`config.mk`:
```
export PLATFORM = sky130hd
export DESIGN_NAME = mem_port_arbiter
export DESIGN_NICKNAME = d
export VERILOG_FILES = /design/src/rtl/mem_port_arbiter.sv
export SDC_FILE = /design/constraint.sdc
export NUM_CORES = 1
export LEC_CHECK = 0
export ABC_CLOCK_PERIOD_IN_PS = 2440
export BUFFER_PORTS_ARGS = -buffer_cell sky130_fd_sc_hd__buf_2
export CORE_MARGIN = 2
export CORE_UTILIZATION = 53
export CTS_CLUSTER_SIZE = 28
export DETAILED_ROUTE_END_ITERATION = 12
export GPL_TIMING_DRIVEN = 1
export MAX_ROUTING_LAYER = met4
export PLACE_DENSITY = 0.85
export SLEW_MARGIN = 20
export SYNTH_ARGS = -nofsm -noshare
export SYNTH_HDL_FRONTEND = slang
export SYNTH_SLANG_ARGS = --single-unit
```
`constraint.sdc`:
```
create_clock -name clk -period 2.44 [get_ports clk]
set_input_delay 0.244 -clock clk [delete_from_list [all_inputs] [get_ports clk]]
set_output_delay 0.244 -clock clk [all_outputs]
set_load 0.005 [all_outputs]
```
`src/rtl/mem_port_arbiter.sv`:
```
// Request/grant arbiter sharing one memory port between instruction fetch and data access.
// Optional fetch-starvation guard is compiled in with `define MEM_ARB_FAIRNESS_EN.
module mem_port_arbiter #(
  parameter int ADDR_W       = 8,
  parameter int DATA_W       = 32,
  parameter int MEM_LAT      = 1,
  parameter int STARVE_LIMIT = 4
) (
  input  logic              clk,
  input  logic              rst,
  input  logic              if_req,
  input  logic [ADDR_W-1:0] if_addr,
  output logic              if_gnt,
  output logic              if_rvalid,
  output logic [DATA_W-1:0] if_rdata,
  input  logic              dm_req,
  input  logic              dm_we,
  input  logic [ADDR_W-1:0] dm_addr,
  input  logic [DATA_W-1:0] dm_wdata,
  input  logic [1:0]        dm_size,
  input  logic              dm_signed,
  output logic              dm_gnt,
  output logic              dm_rvalid,
  output logic [DATA_W-1:0] dm_rdata,
  output logic              mem_read,
  output logic              mem_write,
  output logic [ADDR_W-1:0] mem_addr,
  output logic [DATA_W-1:0] mem_wdata,
  output logic [1:0]        mem_size,
  output logic              mem_signed,
  input  logic [DATA_W-1:0] mem_rdata,
  output logic              fetch_stall,
  output logic              data_stall
);

  localparam int         LAT       = (MEM_LAT < 1) ? 1 : MEM_LAT;
  localparam logic [3:0] CNT_INIT  = 4'(LAT - 1);
  localparam logic [1:0] SIZE_WORD = 2'b10;

  typedef enum logic [1:0] {S_IDLE, S_ACCESS, S_RESP} state_t;
  typedef enum logic {OWN_IF, OWN_DM} owner_t;

  state_t            r_state;
  owner_t            r_owner;
  logic [3:0]        r_cnt;
  logic              r_we;
  logic [ADDR_W-1:0] r_addr;
  logic [DATA_W-1:0] r_wdata;
  logic [1:0]        r_size;
  logic              r_signed;
  logic [DATA_W-1:0] r_if_rdata;
  logic [DATA_W-1:0] r_dm_rdata;

  logic w_idle;
  logic w_access;
  logic w_resp;
  logic w_fetch_first;
  logic w_if_gnt;
  logic w_dm_gnt;

  // Grants are gated by rst so nothing is accepted while reset is held.
  assign w_idle   = (r_state == S_IDLE) & ~rst;
  assign w_access = (r_state == S_ACCESS);
  assign w_resp   = (r_state == S_RESP);
  assign w_dm_gnt = w_idle & dm_req & ~(w_fetch_first & if_req);
  assign w_if_gnt = w_idle & if_req & ~w_dm_gnt;

`ifdef MEM_ARB_FAIRNESS_EN
  localparam int SC_W = $clog2(STARVE_LIMIT + 2);
  logic [SC_W-1:0] r_starve;

  assign w_fetch_first = (int'(r_starve) == STARVE_LIMIT);

  always_ff @(posedge clk) begin
    if (rst || !if_req || w_if_gnt) r_starve <= '0;
    else if (w_dm_gnt)              r_starve <= r_starve + SC_W'(1);
  end
`else
  logic w_unused_starve;
  assign w_fetch_first   = 1'b0;
  assign w_unused_starve = ^STARVE_LIMIT;
`endif

  always_ff @(posedge clk) begin
    if (rst) begin
      r_state    <= S_IDLE;
      r_owner    <= OWN_IF;
      r_cnt      <= '0;
      r_we       <= 1'b0;
      r_addr     <= '0;
      r_wdata    <= '0;
      r_size     <= '0;
      r_signed   <= 1'b0;
      r_if_rdata <= '0;
      r_dm_rdata <= '0;
    end else begin
      case (r_state)
        S_IDLE: begin
          if (w_dm_gnt) begin
            r_owner  <= OWN_DM;
            r_we     <= dm_we;
            r_addr   <= dm_addr;
            r_wdata  <= dm_wdata;
            r_size   <= dm_size;
            r_signed <= dm_signed;
            r_cnt    <= CNT_INIT;
            r_state  <= S_ACCESS;
          end else if (w_if_gnt) begin
            r_owner  <= OWN_IF;
            r_we     <= 1'b0;
            r_addr   <= if_addr;
            r_wdata  <= '0;
            r_size   <= SIZE_WORD;
            r_signed <= 1'b0;
            r_cnt    <= CNT_INIT;
            r_state  <= S_ACCESS;
          end
        end
        S_ACCESS: begin
          if (r_cnt == '0) begin
            if (r_owner == OWN_DM) r_dm_rdata <= r_we ? '0 : mem_rdata;
            else                   r_if_rdata <= mem_rdata;
            r_state <= S_RESP;
          end else begin
            r_cnt <= r_cnt - 4'd1;
          end
        end
        S_RESP:  r_state <= S_IDLE;
        default: r_state <= S_IDLE;
      endcase
    end
  end

  assign if_gnt     = w_if_gnt;
  assign dm_gnt     = w_dm_gnt;
  assign if_rvalid  = w_resp & (r_owner == OWN_IF);
  assign dm_rvalid  = w_resp & (r_owner == OWN_DM);
  assign if_rdata   = r_if_rdata;
  assign dm_rdata   = r_dm_rdata;

  assign mem_read   = w_access & ~r_we;
  assign mem_write  = w_access & r_we;
  assign mem_addr   = w_access ? r_addr   : '0;
  assign mem_wdata  = w_access ? r_wdata  : '0;
  assign mem_size   = w_access ? r_size   : '0;
  assign mem_signed = w_access & r_signed;

  assign fetch_stall = ~rst & ((if_req & ~w_if_gnt) |
                               ((r_state != S_IDLE) & (r_owner == OWN_IF) & ~if_rvalid));
  assign data_stall  = ~rst & ((dm_req & ~w_dm_gnt) |
                               ((r_state != S_IDLE) & (r_owner == OWN_DM) & ~dm_rvalid));

endmodule
```
After elaboration in Yosys (flattened, before gate mapping)
Index checks and enable logic that the tools add are counted.

Multiplexer cells: 22. Add/sub/neg operators: 1. Equality and inequality tests: 5. Reduce and logical (&&, ||, !) cells: 10. Bitwise logic cells: 26.

Operator list (count): $mux W32 (4); $mux W8 (3); $and A1 B1 Y1 (17); $mux W2 (6); $mux W4 (3); $reduce_and A3 Y1 (3); $pmux W4 S2 (1); $not A1 Y1 (7); $reduce_bool A2 Y1 (3); $logic_not A4 Y1 (1); $mux W1 (4); $pmux W2 S2 (1); $reduce_and A2 Y1 (2); $sub A4 B1 Y4 const B (1); $ne A3 B3 Y1 const B (1); $eq A2 B1 Y1 const B (1); $eq A2 B2 Y1 const B (1); $logic_not A2 Y1 (1); $ne A2 B1 Y1 const B (1); $ne A2 B2 Y1 const B (1); $or A1 B1 Y1 (2).

Word-level logic and storage cells: 74. Output and inout bits: 115. Input port bits: 88. Flip-flop bits (word level): 115.

Depth between registers and ports, before layout
Gate-level depths: netlist of the first run.

Word-level depth: 9. Depth in mapped cells: 7. Mapped depth without buffers: 5.

Least setup slack after synthesis of the first run
No wires, ideal clock.

Path type: register to register. Start point: reg r_state[1]. End point: reg r_addr[3]. Period minus slack after synthesis: 1.616 ns. Data required time: 2.349 ns. Setup slack: 0.824 ns. Stages on the path, launching flop included: 8. Buffers on the path: 3. Arrival time: 1.526 ns. Setup time: 0.091 ns. Path through: dfxtp_1 buf_6 or4b_4 buf_6 clkinv_4 buf_6 nand2_1 a311oi_1.

Word-level cells in the longest chain between the ends: 7. Elaborated cells on any way between the ends: 9. Those cells by class: mux: 1; bitwise: 5; reduce/logical: 3.

Ends and longest elaborated chain: start: declaration (line 43) `state_t r_state;`; start signal: assignment (line 86) `r_state <= S_IDLE;`; start signal: assignment (line 107) `r_state <= S_ACCESS;`; start signal: assignment (line 116) `r_state <= S_ACCESS;`; $logic_not A2 Y1 * (line 62, 97); $and A1 B1 Y1 (line 62) `assign w_idle = (r_state == S_IDLE) & ~rst;`; $and A1 B1 Y1 (line 65) `assign w_dm_gnt = w_idle & dm_req & ~(w_fetch_first & if_req);`; $not A1 Y1 (line 66) `assign w_if_gnt = w_idle & if_req & ~w_dm_gnt;`; $and A1 B1 Y1 (line 66); $reduce_bool A2 Y1 (no source line); $reduce_and A2 Y1 (no source line); end signal: assignment (line 102) `r_addr <= dm_addr;`; end signal: assignment (line 111) `r_addr <= if_addr;`; end: declaration (line 47) `logic [ADDR_W-1:0] r_addr;`.

Every way passes the cells marked *; elsewhere a longest branch is shown, timed or not. A chain may end at the register's enable or synchronous reset.

Final worst setup path of the first run
Start point: reg r_state[1]. End point: out dm_gnt.

Word-level cells in the longest chain between the ends: 3.

Ends and longest elaborated chain: $logic_not A2 Y1 (line 62); $and A1 B1 Y1 (line 62); $and A1 B1 Y1 (line 65); end: declaration (line 22) `output logic dm_gnt,`.

No other way between the ends.

==> impl_metrics.ini, run 1 <==
[critical_path]
cp.required_ns = 2.20
start_kind = flop
crit_slowest_cell = or4b_4
crit_fanout = 44
cp_slowest_stage_delay_ns = 0.69
crit_arrival_ns = 2.11
worstPathCellList = or4b_4, clkinv_4, buf_2
reg2reg_setup_slack_ns = 0.34
crit_type = flop to primary output
end_kind = primary output

[placement]
dp_hpwl_um = 9960
pre_cts_ws_ns = 0.381
io_buffers = 202
place.gp.congestion = 0.815

[cts]
htreeDepth = 4
clockBufferDepth = 2
cts_root_buf = clkbuf_8
cts_buffers = 17
clock_latency_ns = 0.51
clkTransAtPathRegs_ns = 0.06
cts_tree = done
clock-sinks = 115

[routing]
num_vias = 5901
drc = 0
routed_wl_um = 17200
avgRoutedWirePerCell_um = 17.3
drtIter0Drc = 357
ant_nets = 0
dr.pass1.iters = 5
via_per_inst = 5.92

[power]
peakVddDrop_mv = 0.482
power_leakage_uw = 0.00315
power_uw = 5030
power_density_mw_per_mm2 = 673

[logic_synthesis]
async_reset_ff_share_pct = 0
ys_seq_area_share_pct = 42.4
synth_seq_cells = 115
synth_cells = 654
yosys_warnings = 0
synth_edf_count = 0
syn_nets = 744
syn_avg_cell_area_um2 = 8.30
synth_area_mm2 = 0.00543
yosysUniqueCellTypes = 38
synth-main-ff-cell = dfxtp_1

[layout]
final_common_cell = buf_2
fillers = 685
area_growth_pct = 37.7
final_core_util_pct = 75.8
nNetsFinal = 942
drive_above_1_share_pct = 29.6
n_antenna_cell = 0
layout_common_cells = buf_2, dfxtp_1, a21oi_1

[sta]
finalHoldViolCount = 0
maxSlewHeadroom_pct = 33.1
rsz0062_at_grt = false
tns_ns = 0
worst_pin_slew_ns = 1.00
layout_min_cycle_time_ns = 2.35
skew_ns = 0.0117
setup_ws_ns = 0.0904
setup_viol = 0
period_share_pct = 96.3
fmax_mhz = 426
slew_violations = 0

[floorplan]
start_util_pct = 55.0
core_area_mm2 = 0.00986
die_x_um = 105
num_io_pins = 203
die-area_mm2 = 0.0111
dieHeight_um = 105
rows = 36

[grt]
grt_max_degree = 77
grt_pass1_vias = 5584
grt_pass1_wl_um = 27200
grtUsageTotal_pct = 31.0
grt-ovfl-total = 0
antenna_found_initial = 0

[worst_hold_path]
hp-class = input pin to flop

[run_status]
status = finished clean

[job]
maxCapViolCount = 0
[cell type report]
| class | count | area [um2] | share of cell area [%] |
|---|---|---|---|
| Clock buffer | 21 | 449 | 6.01 |
| Clock inverter | 10 | 133 | 1.77 |
| Inverter | 5 | 23.8 | 0.318 |
| Multi-Input combinational cell | 452 | 2800 | 37.5 |
| Sequential cell | 115 | 2310 | 30.9 |
| Tap cell | 133 | 166 | 2.23 |
| Timing Repair Buffer | 261 | 1600 | 21.4 |
[worst max-delay path, delay by kind of cell (launching register included)]
kind | cells | cell delay (ns)
AND/OR/NAND/NOR | 1 | 0.69
buffers and inverters | 2 | 0.47
flip-flops | 1 | 0.42
[sequential cells by signal (all words and copies together) (netlist names)]
signal,cells
r_we,1
dm_rdata,32
r_cnt,4
r_state,2
if_rdata,32
r_addr,8
r_owner,1
r_size,2
r_signed,1
r_wdata,32
[path summary, 6_finish.rpt]
| kind | startpoint | end | depth (start not counted) |
|---|---|---|---|
| min | dm_addr[2] | r_addr[2]$_SDFFE_PP0P_ | 3 |
| max | r_state[1]$_SDFFE_PP0P_ | dm_gnt | 3 |
| min reg2reg | dm_rdata[8]$_SDFFE_PP0P_ | dm_rdata[8]$_SDFFE_PP0P_ | 2 |
| max reg2reg | r_cnt[1]$_SDFFE_PP0P_ | dm_rdata[5]$_SDFFE_PP0P_ | 6 |
[logic make-up (layout without fill, tap and decap cells)]
| family | after synthesis | count (layout) | share of synthesized area (%) |
|---|---|---|---|
| adder cells (fa/ha/maj) | 2 | 2 | 0.461 |
| AO/OA/AOI/OAI | 230 | 230 | 25.2 |
| buffers and inverters | 87 | 297 | 6.73 |
| AND/OR/NAND/NOR | 220 | 220 | 25.2 |
| flip-flops | 115 | 115 | 42.4 |
[cell usage after synthesis, types with 2 or more instances]
cell        n  area [um2]
o31ai_1    64         480
nand4b_1   32         280
o21ai_1     3        15.0
inv_1       3        11.3
buf_6       3        33.8
a21oi_1   113         566
nor2_1      6        22.5
nand2b_1   33         206
and2_1     44         275
buf_1       6        22.5
nor3b_1     4        30.0
nor3_1      3        15.0
nand2_1    54         203
a311oi_1    8        70.1
or4_1      34         255
clkbuf_1   64         240
buf_2       9        45.0
dfxtp_1   115        2300
ha_1        2        25.0
o21ai_0    34         170
nand3_1     2        10.0
o221ai_1    2        17.5
[timing repair]
| item | 4_1_cts | 5_1_grt |
|---|---|---|
| hold endpoints to repair | 42 | 0 |
| resized for setup | 0 | 1 |
| setup buffers | 0 | 0 |
| hold buffers | 46 | 0 |
| setup endpoints to repair | 0 | 1 |
[stage by stage]
| step | std cells | hold slack (ns) | instance area [um2] |
|---|---|---|---|
| after floorplan | 654 | 0.380 | 5430 |
| after CTS | 997 | 0.00391 | 7470 |
| after global placement | 920 | 0.449 | 6430 |
| final | 997 | 0.0206 | 7470 |
| after global routing | 997 | 0.0200 | 7470 |
| after detailed placement | 920 | 0.456 | 6430 |
[power breakdown]
| part | leakage (uW) | switching, uW | internal [uW] |
|---|---|---|---|
| clock | 0.000280 | 851 | 1590 |
| combinational | 0.00194 | 335 | 249 |
| sequential | 0.000935 | 48.0 | 1960 |
| total | 0.00315 | 1230 | 3800 |
[per-layer routing]
layer  part of all wire [%]  track usage (%)  up-vias
met1                     41             38.7     2731
met4                    2.9             13.0        0
met3                    8.4             6.05       48
met5                      0                -        -
li1                       -                -     2784
met2                     48             49.1      338
Note: power is estimated with default switching activity, not from simulation.
==> run 2, diff against run 1 <==
--- a/config.mk
+++ b/config.mk
@@ -7,7 +7,8 @@
 export LEC_CHECK = 0
 export ABC_CLOCK_PERIOD_IN_PS = 2440
 export BUFFER_PORTS_ARGS = -buffer_cell sky130_fd_sc_hd__buf_2
-export CORE_MARGIN = 2
+export CORE_ASPECT_RATIO = 1.75
+export CORE_MARGIN = 1.5
 export CORE_UTILIZATION = 53
 export CTS_CLUSTER_SIZE = 28
 export DETAILED_ROUTE_END_ITERATION = 12
==> run 2 against run 1 <==
Effect of this change:
- clock skew is 0.0045 ns lower
- die area is 1.7% lower
- fmax is 2.5% higher
- critical path depth is 1 higher
- global-route usage is 1.6 points lower
- sequential power hardly changed
- first-iteration DRC count is 35% higher
- largest power group unchanged
- setup slack better by 0.058 ns
- critical endpoint is now mem_addr[7]
- cell count is 5.6% lower
- via count is 3.3% lower
- non-clock buffer count is 46 lower
- wire length is 8.0% lower
==> impl_metrics.ini, run 2 (synthesis results as in run 1) <==
[run_status]
status = finished clean

[cts]
clkTransAtPathRegs_ns = 0.05
cts_tree = done
cts_resized = 0
htreeDepth = 4
cts_buffers = 17
clock_latency_ns = 0.41
clockBufferDepth = 2
cts_setup_buffers = 0
cts_hold_buffers = 0
cts_root_buf = clkbuf_16
clock-sinks = 115

[critical_path]
worstPathCellList = nor2b_2, buf_12, and2_1, buf_2
start_kind = flop
crit_arrival_ns = 2.05
path_buf_inv = 2
cp_top_family = simple AND/OR/NAND/NOR gates
crit_slowest_cell = dfxtp_1
end_kind = primary output
crit_fanout = 35
cp.required_ns = 2.20
cp_slowest_stage_delay_ns = 0.60
crit_type = flop to primary output

[sta]
period_share_pct = 93.9
fmax_mhz = 436
maxSlewHeadroom_pct = 27.4
finalHoldViolCount = 0
tns_ns = 0
slew_violations = 0
layout_min_cycle_time_ns = 2.29
worst_pin_slew_ns = 1.09
skew_ns = 0.00726
rsz0062_at_grt = false
setup_viol = 0

[routing]
avgRoutedWirePerCell_um = 16.8
routed_wl_um = 15800
drtIter0Drc = 483
dr.pass1.iters = 5
drc = 0
num_vias = 5706
via_per_inst = 6.06
ant_nets = 0

[grt]
grt_pass1_wl_um = 24600
grtUsageTotal_pct = 29.4
grt-ovfl-total = 0
antenna_found_initial = 0
grt_pass1_vias = 5299
grt_max_degree = 100

[layout]
nNetsFinal = 896
final_common_cell = buf_2
final_core_util_pct = 70.6
layout_common_cells = buf_2, dfxtp_1, a21oi_1
area_growth_pct = 29.0
n_antenna_cell = 0
drive_above_1_share_pct = 30.8

[power]
power_leakage_uw = 0.00296
seq_power_share_pct = 40.9
p_switching_uw = 1160
internal-power_uw = 3750
p_clk_share_pct = 48.7
p_comb_share_pct = 10.4
p_sw_share_pct = 23.6
peakVddDrop_mv = 0.553
power_density_mw_per_mm2 = 702

[placement]
dp_hpwl_um = 10100
io_buffers = 202
place.gp.congestion = 0.821

[floorplan]
dieHeight_um = 137
num_io_pins = 203
rows = 48
core_area_mm2 = 0.00991
start_util_pct = 54.8
die-area_mm2 = 0.0109
die_x_um = 79.5

[worst_hold_path]
hp-class = input pin to flop

[job]
maxCapViolCount = 0
[run 2: changes by cell type in the layout (fill, tap and decap cells not counted), moves of 2 or more]
cell           previous run  this run
clkbuf_1                  2         4
clkinvlp_4                3         0
dlygate4sd3_1            46         0
clkbuf_16                16        18
[run 2: worst paths after layout]
kind	end	cells after the start	startpoint	slack (ns)
worst min register to register	dm_rdata[18]$_SDFFE_PP0P_	2	dm_rdata[18]$_SDFFE_PP0P_	0.46
worst max register to register	dm_rdata[10]$_SDFFE_PP0P_	6	r_cnt[0]$_SDFFE_PP0P_	0.35
worst max-delay path	mem_addr[7]	4	r_state[0]$_SDFFE_PP0P_	0.15
worst min-delay path	r_wdata[29]$_SDFFE_PP0P_	3	dm_wdata[29]	0.07
[run 2: power by group through the flow]
stage          clock network [uW]  logic, uW  registers, uW
2_1_floorplan                   0        310           2030
3_5_place_dp                    0        501           2050
6_report                     2390        511           2010
3_3_place_gp                    0        482           2040
4_1_cts                      2420        507           2010
5_1_grt                      2510        559           2020
[run 2: cell type report]
cell class,instances,area [um2]
multi-input cells,452,2800
repair buffers,215,1150
clock buffers,24,493
fillers,773,2910
clock inverters,5,75.1
flip-flops and latches,115,2310
inverters,5,23.8
well taps,125,156
[run 2: worst reg2reg max path: stages, from the launching register on]
cell	delay, ns
dfxtp_1	0.34
inv_1	0.12
ha_1	0.26
nand4bb_4	0.23
buf_4	0.35
or4_1	0.55
a21oi_1	0.17
[run 2: per-stage QoR]
| step | cells | power (uW) | area (um2) | hold WS, ns | worst slack, ns |
|---|---|---|---|---|---|
| 6_report | 941 | 4910 | 7000 | 0.0719 | 0.149 |
| 5_1_grt | 941 | 5090 | 7000 | 0.0617 | 0.0315 |
| 4_1_cts | 941 | 4930 | 7000 | 0.0647 | 0.161 |
| 3_5_place_dp | 912 | 2550 | 6430 | 0.458 | 0.417 |
| 3_3_place_gp | 912 | 2530 | 6430 | 0.447 | 0.518 |
| 2_1_floorplan | 654 | 2340 | 5430 | 0.380 | 0.824 |
[run 2: metal layers]
metal | wire length, um | track usage, %
met1 | 6080 | 33.7
met3 | 1140 | 7.53
met4 | 427 | 11.6
met2 | 8200 | 48.6
met5 | 0 | -
